$ cat src/rtl/interp_format_expander.sv
// rtl/interp_format_expander.sv - Q1.15 to accumulator-format expander with zero-stuffing interpolation
module interp_format_expander #(
  parameter int ACC_WIDTH = 42,
  parameter int ACC_FRAC  = 32,
  parameter int IN_WIDTH  = 16,
  parameter int IN_FRAC   = 15
) (
  input  logic                 clk,
  input  logic                 rst_n,
  input  logic [IN_WIDTH-1:0]  data_in,
  input  logic                 valid_in,
  output logic                 ready_out,
  input  logic [4:0]           interp_factor,
  output logic [ACC_WIDTH-1:0] data_out,
  output logic                 valid_out,
  input  logic                 ready_in,
  output logic                 busy,
  output logic                 factor_err
);

  localparam int FRAC_DIFF = ACC_FRAC - IN_FRAC;

  // The gain shift (up to 4 bits) must fit in the integer headroom of the accumulator word.
  if (FRAC_DIFF < 0) begin : g_frac_chk
    $error("interp_format_expander: ACC_FRAC must be >= IN_FRAC");
  end
  if (ACC_WIDTH - ACC_FRAC < IN_WIDTH - IN_FRAC + 4) begin : g_gain_chk
    $error("interp_format_expander: not enough integer bits for gain compensation");
  end

  typedef enum logic [1:0] {IDLE, SAMPLE, ZEROS} state_e;

  state_e                 state_q, state_d;
  logic [4:0]             phase_q, phase_d;
  logic [4:0]             l_q, l_d;
  logic [ACC_WIDTH-1:0]   data_q, data_d;
  logic                   ferr_q, ferr_d;

  logic [2:0]             k_new;
  logic [4:0]             l_new;
  logic                   factor_legal;
  logic                   last_beat;
  logic                   accept;
  logic signed [ACC_WIDTH-1:0] sample_ext;
  logic signed [ACC_WIDTH-1:0] sample_scaled;

  // Decode the requested factor into its log2; anything but a power of two up to 16 falls back to L=1.
  always_comb begin
    k_new        = 3'd0;
    factor_legal = 1'b1;
    case (interp_factor)
      5'd1:    k_new = 3'd0;
      5'd2:    k_new = 3'd1;
      5'd4:    k_new = 3'd2;
      5'd8:    k_new = 3'd3;
      5'd16:   k_new = 3'd4;
      default: factor_legal = 1'b0;
    endcase
    l_new = 5'd1 << k_new;
  end

  // Sign-extend, align the binary point, then apply the L gain that offsets zero-stuffing loss.
  assign sample_ext    = {{(ACC_WIDTH-IN_WIDTH){data_in[IN_WIDTH-1]}}, data_in};
  assign sample_scaled = (sample_ext <<< FRAC_DIFF) <<< k_new;

  assign last_beat = ((state_q == SAMPLE) && (l_q == 5'd1)) ||
                     ((state_q == ZEROS) && (phase_q == 5'd1));
  assign ready_out = (state_q == IDLE) || (last_beat && ready_in);
  assign accept    = valid_in && ready_out;

  assign valid_out  = (state_q != IDLE);
  assign busy       = (state_q != IDLE);
  assign data_out   = data_q;
  assign factor_err = ferr_q;

  // Burst sequencing: sample beat, then L-1 zero beats; a new accept on the last beat chains directly.
  always_comb begin
    state_d = state_q;
    phase_d = phase_q;
    l_d     = accept ? l_new : l_q;
    ferr_d  = accept && !factor_legal;
    data_d  = data_q;
    if (accept) begin
      data_d = sample_scaled;
    end else if (valid_out && ready_in) begin
      data_d = '0;
    end
    case (state_q)
      IDLE: begin
        if (accept) state_d = SAMPLE;
      end
      SAMPLE: begin
        if (ready_in) begin
          if (l_q == 5'd1) begin
            state_d = accept ? SAMPLE : IDLE;
          end else begin
            state_d = ZEROS;
            phase_d = l_q - 5'd1;
          end
        end
      end
      ZEROS: begin
        if (ready_in) begin
          if (phase_q == 5'd1) begin
            state_d = accept ? SAMPLE : IDLE;
          end else begin
            phase_d = phase_q - 5'd1;
          end
        end
      end
      default: state_d = IDLE;
    endcase
  end

  // State and output registers; reset drops any burst in flight.
  always_ff @(posedge clk or negedge rst_n) begin
    if (!rst_n) begin
      state_q <= IDLE;
      phase_q <= 5'd0;
      l_q     <= 5'd1;
      data_q  <= '0;
      ferr_q  <= 1'b0;
    end else begin
      state_q <= state_d;
      phase_q <= phase_d;
      l_q     <= l_d;
      data_q  <= data_d;
      ferr_q  <= ferr_d;
    end
  end

endmodule
$ cat config.mk
export PLATFORM = sky130hd
export DESIGN_NAME = interp_format_expander
export DESIGN_NICKNAME = d
export VERILOG_FILES = /design/src/rtl/interp_format_expander.sv
export SDC_FILE = /design/constraint.sdc
export NUM_CORES = 1
export LEC_CHECK = 0
export CAP_MARGIN = 5
export CORE_UTILIZATION = 43
export DETAILED_ROUTE_END_ITERATION = 8
export HOLD_SLACK_MARGIN = 0.15
export PLACE_DENSITY_LB_ADDON = 0.1
export SYNTH_ARGS = -nofsm -noshare
export SYNTH_HDL_FRONTEND = slang
export SYNTH_SLANG_ARGS = --single-unit
$ cat constraint.sdc
create_clock -name clk -period 1.85 [get_ports clk]
set_input_delay 0.37 -clock clk [delete_from_list [all_inputs] [get_ports clk]]
set_output_delay 0.37 -clock clk [all_outputs]
set_load 0.01 [all_outputs]
==> run summary <==
Status = complete, but fails checks
Failing checks = negative setup slack
Sink Count = 36
Simple-gate area share of the yosys netlist = 14.50%
Routed WL = 6482 µm
CTS root buf = clkbuf_8
Post-Route Setup TNS = -2.135 ns
Max VDD drop = 0.7581 mV
Async set-reset flop share out of synthesis = 100.0%
Mapped Cells = 252
Routed WL per cell = 14.67 µm
Distinct cell type count after synthesis = 53
Via count = 2260
First-pass GRT wire length = 10780 µm
Fmax = 500.6 MHz
Final Power = 4.846 mW
Main synth FF type = dfrtp_1
Final nets = 400
DRT iter0 DRCs = 75
H-tree lvl count = 2
Share of the synthesized area in the top cell type = 36.92%
Post-Synthesis Cell Area = 2372 µm²
DRC Markers = 0
Leak = 1.678 nW
CTS tree = yes
GRT Util Overall = 23.47%
WP data arrival = 2.18 ns
Port bufs = 53
Final worst path period share = 108.0%
Synth cell count leaders = dfrtp_1 (35), nand2_1 (33), buf_4 (20), o21ai_0 (20), mux2i_1 (13)
YS warnings = 0
Hold Crit Depth = 2
Top-count cell post-synth = dfrtp_1
Worst Path Max Fanout = 4
Required time worst endpoint = 2.03 ns
Hpwl dp = 4812 µm
Mean Syn Cell Area = 9.414 µm²
CP startpoint kind = register
CTS buffer count = 5
Final core utilization = 73.17%
Crit end category = register
Cell taking the most area after synthesis = dfrtp_1
Initial antenna violation count = 0
Maxcap violations = 0
Max-slew violations = 0
RSZ-0062 raised after global routing = yes
Gpl congestion = 0.8857
Ranking of synthesized cells by area = dfrtp_1 (37%), buf_4 (6.3%), mux2i_1 (5.5%), nand2_1 (5.2%), mux2_2 (4.3%)
Power Dens Cells = 1272 nW/µm²
Worst-path clk slew = 0.07 ns
Num rows = 26
Hold Fails Final Rpt = 0
Register bit total from synthesis = 36
Design area = 3809 µm²
Finish-stage setup viols = 27
Clk buf depth = 2
HP Class = reg -> reg
Die Y = 76.28 µm
Main combinational cell family by area after synthesis = compound AO/OA/AOI/OAI gates
Total grt overflow = 0
Sequential area share after synthesis = 38.03%
Kind of critical path = reg -> reg
Core Area = 5205 µm²
Vias in the first global route = 2213
Die ar. = 5818 µm²
Drt via density = 5.113
I/O Pins = 71
Post-Synth XOR/XNOR Area = 2.162%
DRT Pass-1 Iters = 4
Skew-Pair Late Insertion Delay = 0.30 ns
Final Skew = 0.007452 ns
Share of cells above drive strength 1 = 37.63%
Mux contribution to synthesized area = 12.13%
Final Critical Period = 1.998 ns
Post-synthesis compound-gate area fraction = 20.36%
Number of antenna repair diodes = 0
R2R depth = 10
Post-Synth Adder-Cell Area = 2.110%
Largest net degree at the start of global routing = 22
Dpl cell area = 3393 µm²
Area delta synth->final = 60.55%
Fin worst setup slack = -0.1476 ns
Effective utilization at floorplan = 45.58%
Antenna Violating Nets Remaining = 0
Post-synth EDFFs = 0
Die X = 76.28 µm
critical path: stages, from the launching register on:
cell      delay, ns
dfrtp_1        0.36
inv_2          0.06
ha_4           0.15
nor4b_4        0.12
and2b_2        0.20
buf_6          0.12
buf_6          0.11
a311oi_4       0.29
buf_6          0.17
nor3_2         0.04
a221o_1        0.25
stage by stage:
step                cells  worst slack (ns)  hold slack, ns
floorplan             268           -0.2059         0.07441
global placement      421           -0.5378          0.3315
detailed placement    421           -0.6083          0.3349
CTS                   436           -0.1554          0.4812
global route          442           -0.2501          0.5263
finish                442           -0.1476          0.4731
registers in the layout, indices dropped and copies added (netlist names):
name        count
phase_q         5
factor_err      1
state_q         2
data_out       23
l_q             5
cell families after synthesis:
| group | after synthesis |
|---|---|
| simple gates | 69 |
| compound gates | 68 |
| buf+inv | 43 |
| flops | 36 |
| mux | 26 |
| xor+xnor | 5 |
| fa+ha+maj | 4 |
| other cells | 1 |
final timing paths:
check	from	end	slack (ns)
setup / recovery	l_q[1]$_DFFE_PN0P_	data_out[23]$_DFFE_PN0P_	-0.15
hold / removal	data_out[36]$_DFFE_PN0P_	data_out[36]$_DFFE_PN0P_	0.47
setup reg to reg	l_q[1]$_DFFE_PN0P_	data_out[23]$_DFFE_PN0P_	-0.15
hold reg to reg	data_out[36]$_DFFE_PN0P_	data_out[36]$_DFFE_PN0P_	0.47
max in group asynchronous	rst_n	data_out[26]$_DFFE_PN0P_	0.84
min in group asynchronous	rst_n	l_q[2]$_DFFE_PN0P_	0.54
placed cells by master, fill, tap and decap left out, types with 3 or more instances in the layout:
master,count
o21ai_1,11
a32oi_2,3
mux2i_1,10
dlygate4sd2_1,7
nor3_2,3
buf_6,8
conb_1,17
clkbuf_8,6
nand2_2,5
a21oi_1,5
inv_1,7
nand2b_1,4
o221ai_2,3
o21ai_0,13
clkdlybuf4s50_1,44
mux2_4,5
nor2_1,11
a221o_1,3
nand2_1,27
nor4b_4,3
mux2_2,8
dfrtp_1,35
a32oi_1,5
a21oi_2,3
nor3_1,3
buf_4,63
layer usage:
metal | global-route usage, % | part of all wire (%)
met5 | 0 | 0
met4 | 7.692 | 1.5
met3 | 4.551 | 4.6
met2 | 40.18 | 50
met1 | 29.63 | 44
cell type report:
class,instances,area (µm²)
tap,70,87.58
timing repair buffer,130,1187
fill,393,1396
inverter,9,33.78
clock buffer,8,90.09
sequential,36,902.1
multi-input combinational,189,1508
power by group:
part           internal [mW]  switching (mW)
Clock                  0.304           0.282
Sequential              1.12           0.230
Combinational           1.63            1.29
Total                   3.04            1.80
repair_timing:
item,CTS,global route
resized for setup,37,29
hold buffers,1,0
pin swaps,13,13
cloned,1,1
endpoints found under the hold margin,14,0
buffers inserted,5,5
endpoints found under the setup margin,32,33
Note: power is estimated with default switching activity, not from simulation.
